## config.mk

```make
export PLATFORM = sky130hd
export DESIGN_NAME = bowling_ctrl
export DESIGN_NICKNAME = d
export VERILOG_FILES = /design/src/rtl/bowling_ctrl.sv
export SDC_FILE = /design/constraint.sdc
export NUM_CORES = 1
export LEC_CHECK = 0
export CORE_MARGIN = 2
export CORE_UTILIZATION = 30
export CTS_CLUSTER_SIZE = 14
export DETAILED_ROUTE_END_ITERATION = 16
export DONT_BUFFER_PORTS = 1
export HOLD_SLACK_MARGIN = 0.06
export PLACE_DENSITY_LB_ADDON = 0.08
export SLEW_MARGIN = 20
export SYNTH_ARGS = -nofsm -noshare
export SYNTH_HDL_FRONTEND = slang
export SYNTH_SLANG_ARGS = --single-unit
```

## constraint.sdc

```tcl
create_clock -name clk -period 2.8 [get_ports clk]
set_input_delay 0.42 -clock clk [delete_from_list [all_inputs] [get_ports clk]]
set_output_delay 0.42 -clock clk [all_outputs]
set_load 0.05 [all_outputs]
```

## src/rtl/bowling_ctrl.sv

```systemverilog
// bowling_ctrl: throw sequencing controller in front of the bowling scoring datapath.
// Captures one pin count per accepted throw, replays it on N as a train of AD
// strobes (one per pending strike/spare credit plus one), then reads APD back to
// decide between another throw in the frame, a frame change (NF) or game end.
//
// Ports:
//   clk, rst            clock, synchronous active-high reset
//   throw_valid, pins_in one-cycle throw strobe and its pin count (0..10)
//   APD, LF             all-pins-down and last-frame flags from the datapath
//   N, FT               registered pin count and fresh-rack flag
//   AD, NF              add-score and next-frame strobes
//   busy, game_over     controller not idle / game finished (sticky)
//   err                 one-cycle pulse on rejected throw or LF mismatch at game end
module bowling_ctrl #(
   parameter int unsigned FRAMES = 10
) (
   input  logic       clk,
   input  logic       rst,
   input  logic       throw_valid,
   input  logic [3:0] pins_in,
   input  logic       APD,
   input  logic       LF,
   output logic [3:0] N,
   output logic       FT,
   output logic       AD,
   output logic       NF,
   output logic       busy,
   output logic       game_over,
   output logic       err
);

   localparam int unsigned PW = 4;  // pin count width
   localparam int unsigned CW = 2;  // credit / pulse counter width
   localparam int unsigned FW = 4;  // frame counter width
   localparam int unsigned IW = 2;  // throw index width

   typedef enum logic [2:0] {
      ST_WAIT,
      ST_ADD,
      ST_CHK,
      ST_FEND,
      ST_DONE
   } state_t;

   state_t        state_q, state_d;
   logic [PW-1:0] n_q, n_d;
   logic [PW-1:0] first_q, first_d;
   logic          ft_q, ft_d;
   logic          ad_q, ad_d;
   logic          nf_q, nf_d;
   logic          busy_q, busy_d;
   logic          over_q, over_d;
   logic          err_q, err_d;
   logic [CW-1:0] cred_next_q, cred_next_d;
   logic [CW-1:0] cred_after_q, cred_after_d;
   logic [CW-1:0] pulse_q, pulse_d;
   logic [FW-1:0] frame_q, frame_d;
   logic [IW-1:0] idx_q, idx_d;
   logic          strike0_q, strike0_d;
   logic          lf_chk_q, lf_chk_d;

   logic last_frame;
   logic strike;
   logic spare;
   logic reject;

   assign last_frame = (frame_q == FW'(FRAMES));
   assign strike     = ft_q & APD;
   assign spare      = ~ft_q & APD;
   // Second throw of a rack may not exceed the pins still standing
   assign reject     = (pins_in > PW'(10)) ||
                       (!ft_q && ((5'(first_q) + 5'(pins_in)) > 5'd10));

   // State and output registers
   always_ff @(posedge clk) begin
      if (rst) begin
         state_q      <= ST_WAIT;
         n_q          <= '0;
         first_q      <= '0;
         ft_q         <= 1'b1;
         ad_q         <= 1'b0;
         nf_q         <= 1'b0;
         busy_q       <= 1'b0;
         over_q       <= 1'b0;
         err_q        <= 1'b0;
         cred_next_q  <= '0;
         cred_after_q <= '0;
         pulse_q      <= '0;
         frame_q      <= FW'(1);
         idx_q        <= '0;
         strike0_q    <= 1'b0;
         lf_chk_q     <= 1'b0;
      end else begin
         state_q      <= state_d;
         n_q          <= n_d;
         first_q      <= first_d;
         ft_q         <= ft_d;
         ad_q         <= ad_d;
         nf_q         <= nf_d;
         busy_q       <= busy_d;
         over_q       <= over_d;
         err_q        <= err_d;
         cred_next_q  <= cred_next_d;
         cred_after_q <= cred_after_d;
         pulse_q      <= pulse_d;
         frame_q      <= frame_d;
         idx_q        <= idx_d;
         strike0_q    <= strike0_d;
         lf_chk_q     <= lf_chk_d;
      end
   end

   // Next-state and next-output logic
   always_comb begin
      state_d      = state_q;
      n_d          = n_q;
      first_d      = first_q;
      ft_d         = ft_q;
      ad_d         = 1'b0;
      nf_d         = 1'b0;
      over_d       = over_q;
      err_d        = 1'b0;
      cred_next_d  = cred_next_q;
      cred_after_d = cred_after_q;
      pulse_d      = pulse_q;
      frame_d      = frame_q;
      idx_d        = idx_q;
      strike0_d    = strike0_q;
      lf_chk_d     = lf_chk_q;

      unique case (state_q)
         ST_WAIT: begin
            if (throw_valid) begin
               if (reject) begin
                  err_d = 1'b1;
               end else begin
                  n_d = pins_in;
                  if (ft_q) begin
                     first_d = pins_in;
                  end
                  // First pulse starts now; pulse_d holds the extra pulses still owed
                  ad_d    = 1'b1;
                  pulse_d = cred_next_q;
                  state_d = ST_ADD;
               end
            end
         end

         ST_ADD: begin
            // ad_q high: this is a pulse cycle, the low cycle follows by default
            if (!ad_q) begin
               if (pulse_q != '0) begin
                  ad_d    = 1'b1;
                  pulse_d = pulse_q - CW'(1);
               end else begin
                  state_d = ST_CHK;
               end
            end
         end

         ST_CHK: begin
            if (!last_frame) begin
               cred_next_d  = cred_after_q + CW'(strike | spare);
               cred_after_d = CW'(strike);
               if (strike || !ft_q) begin
                  nf_d    = 1'b1;
                  state_d = ST_FEND;
               end else begin
                  ft_d    = 1'b0;
                  idx_d   = idx_q + IW'(1);
                  state_d = ST_WAIT;
               end
            end else begin
               // Final frame consumes credits but never creates new ones
               cred_next_d  = cred_after_q;
               cred_after_d = '0;
               ft_d         = APD;
               if (idx_q == IW'(0)) begin
                  strike0_d = strike;
                  idx_d     = IW'(1);
                  state_d   = ST_WAIT;
               end else if (idx_q == IW'(1) && !strike0_q && !spare) begin
                  nf_d    = 1'b1;
                  state_d = ST_FEND;
               end else if (idx_q == IW'(1)) begin
                  idx_d   = IW'(2);
                  state_d = ST_WAIT;
               end else begin
                  nf_d    = 1'b1;
                  state_d = ST_FEND;
               end
            end
         end

         ST_FEND: begin
            ft_d      = 1'b1;
            idx_d     = '0;
            strike0_d = 1'b0;
            if (last_frame) begin
               over_d  = 1'b1;
               state_d = ST_DONE;
            end else begin
               frame_d = frame_q + FW'(1);
               state_d = ST_WAIT;
            end
         end

         ST_DONE: begin
            over_d = 1'b1;
            // Datapath must agree the game ended in its last frame
            if (!lf_chk_q) begin
               lf_chk_d = 1'b1;
               err_d    = ~LF;
            end
         end

         default: begin
            state_d = ST_WAIT;
         end
      endcase

      busy_d = (state_d != ST_WAIT);
   end

   assign N         = n_q;
   assign FT        = ft_q;
   assign AD        = ad_q;
   assign NF        = nf_q;
   assign busy      = busy_q;
   assign game_over = over_q;
   assign err       = err_q;

endmodule

```

==> impl_metrics.json <==
{
  "rows": 27,
  "timing.max_cap.violations": 0,
  "cp-startpoint": "first_q[0]",
  "run_status": "finished, final reports clean",
  "drc": 0,
  "cts_tree": "yes",
  "min_period_over_period_pct": 85.0,
  "regToRegEndpoint": "N[1]",
  "antenna_cells": 0,
  "relSlewSlack_pct": 63.6,
  "die_w_um": 79.6,
  "worst_skew_pair.late_latency_ps": 280,
  "cts_root_buf": "clkbuf_8",
  "worstReg2RegStart": "first_q[0]",
  "cp-end-kind": "register",
  "finalSetupViolCount": 0,
  "grt_setup_unrepaired": "no",
  "synth_edf_count": 0,
  "ys_ff_latch": 30,
  "grt_pass1_wl_um": 6520,
  "ios": 19,
  "tritoncts.num_buffers": 5,
  "area_growth_pct": 9.05,
  "start_util_pct": 31.1,
  "clock_path_buffers": 2,
  "drt_wl_total_um": 3940,
  "cp.required_ps": 2980,
  "htree_levels": 2,
  "cts_hold_buf": 0,
  "clk_pin_slew_ps": 70,
  "grtUsageTotal_pct": 13.7,
  "final_cell_mix": "dfxtp_1, nor2_1, nand2_1, a21oi_1, ha_1",
  "grt_max_degree": 28,
  "crit_fanout": 9,
  "ys_warn_count": 0,
  "tns_ps": 0,
  "drt_iter0_drc": 54,
  "firstDrtPassIters": 4,
  "fin_cells": 263,
  "crit_type": "reg -> reg",
  "fin_skew_ps": 5.82,
  "post_cts_buffers": 0,
  "synthArstFlopShare_pct": 0,
  "slew_viol_final": 0,
  "dieArea_um2": 6330,
  "port_buffers": 0,
  "start_kind": "register",
  "drive_gt1_share_pct": 8.90,
  "die_y_um": 79.6,
  "rr_worst_depth": 7,
  "ant_nets": 0,
  "postSynthCellCount": 194,
  "hold_class": "in -> reg",
  "yosysUniqueCellTypes": 49,
  "cts_resized": 0,
  "gp_congestion": 0.796,
  "grt_pass1_vias": 1351,
  "dp_hpwl_um": 2860,
  "via_per_inst": 5.20,
  "wl_per_cell_um": 15.0,
  "synth_area_um2": 1710,
  "rrSetupSlack_ps": 420,
  "synth_nets": 214,
  "finalHoldViolations": 0,
  "coreArea_um2": 5510,
  "min_period_ps": 2380,
  "cts_sinks": 30,
  "vias": 1368,
  "powerDensity_nw_per_um2": 589,
  "ir_worst_vdd_uv": 222,
  "antenna_found_initial": 0,
  "p_leak_nw": 0.740,
  "final_common_cell": "dfxtp_1",
  "synthFlopType": "dfxtp_1",
  "dpl.cell_count": 256,
  "grt.overflow.total": 0,
  "fmax_mhz": 420,
  "cp-endpoint": "N[1]",
  "nNetsFinal": 211,
  "cp.arrival_ps": 2560,
  "synth.avg_cell_area_um2": 8.84,
  "worst_pin_slew_ps": 545,
  "ys_seq_area_share_pct": 35.0
}
[synthesized netlist by cell type, types with 3 or more instances]
master / instances / share of area, %
nand2_1: 14 / 3.1
nor2_1: 25 / 5.5
o211ai_1: 3 / 1.3
a211oi_1: 4 / 1.8
a21o_1: 3 / 1.3
nor3b_1: 3 / 1.3
ha_1: 10 / 7.3
o21ai_0: 6 / 1.8
inv_1: 8 / 1.8
mux2i_1: 7 / 4.1
nor4b_1: 5 / 2.6
a31o_1: 4 / 2.0
nor3_1: 8 / 2.3
clkbuf_1: 6 / 1.3
dfxtp_1: 30 / 35
a21oi_1: 14 / 4.1
nand2b_1: 3 / 1.1
[per-stage QoR]
step / instance area (um2) / power [W] / utilization, % / hold slack [ps] / worst slack, ps
final: 1870 / 0.00110 / 33.9 / 215 / 420
after global routing: 1870 / 0.00117 / 33.9 / 184 / 259
after CTS: 1870 / 0.00112 / 33.9 / 195 / 424
after detailed placement: 1760 / 0.000664 / 31.9 / 464 / 323
after global placement: 1760 / 0.000662 / 31.9 / 459 / 359
after floorplan: 1710 / 0.000643 / - / 437 / 425
[power by group]
part	internal (W)	switching, W
Sequential	0.000448	0.0000541
Combinational	0.0000670	0.0000845
Clock	0.000284	0.000162
[layout make-up]
type                            instances  area (um2)
Fill cell                             588        3640
Multi-Input combinational cell        143        1020
Sequential cell                        30         601
Tap cell                               72        90.1
Clock buffer                            6        82.6
Inverter                                9        33.8
Clock inverter                          1        30.0
Timing Repair Buffer                    2        15.0
[layer usage]
layer | part of all wire, % | track usage, %
met1 | 46 | 15.7
met2 | 47 | 22.9
met3 | 5.6 | 5.20
met4 | 1.8 | 5.34
met5 | 0 | 0
[logic make-up (layout without fill, tap and decap cells)]
| logic type | count (synthesis) | count (layout) | synth area share, % |
|---|---|---|---|
| simple gates | 74 | 74 | 24.2 |
| mux | 7 | 7 | 4.09 |
| flops | 30 | 30 | 35.0 |
| xor+xnor | 3 | 3 | 1.53 |
| buf+inv | 21 | 18 | 5.62 |
| fa+ha+maj | 11 | 11 | 8.47 |
| compound gates | 48 | 48 | 21.0 |
[sequential cells by signal, indices dropped and copies added, names as in the netlist, 2 cells and up]
signal	count
first_q	4
idx_q	2
pulse_q	2
frame_q	4
state_q	3
N	4
cred_next_q	2
[worst min-delay path by stage]
| stage | startpoint | endpoint | slack (ps) | cells after the start |
|---|---|---|---|---|
| 2_1_floorplan | lf_chk_q | lf_chk_q | 440 | 2 |
| 3_3_place_gp | lf_chk_q | lf_chk_q | 460 | 2 |
| 3_5_place_dp | lf_chk_q | lf_chk_q | 460 | 2 |
| 4_1_cts | rst | first_q[1] | 200 | 1 |
| 5_1_grt | rst | first_q[1] | 180 | 1 |
| 6_report | rst | state_q[1] | 220 | 1 |
[worst max-delay path: stages (launching register included)]
cell and delay (ps):
dfxtp_1 320, ha_1 210, fa_1 470, a211o_1 300
o2111ai_1 170, o2111ai_4 240, or2_1 340, a31o_1 240
Power figures use the tool's default switching activity.
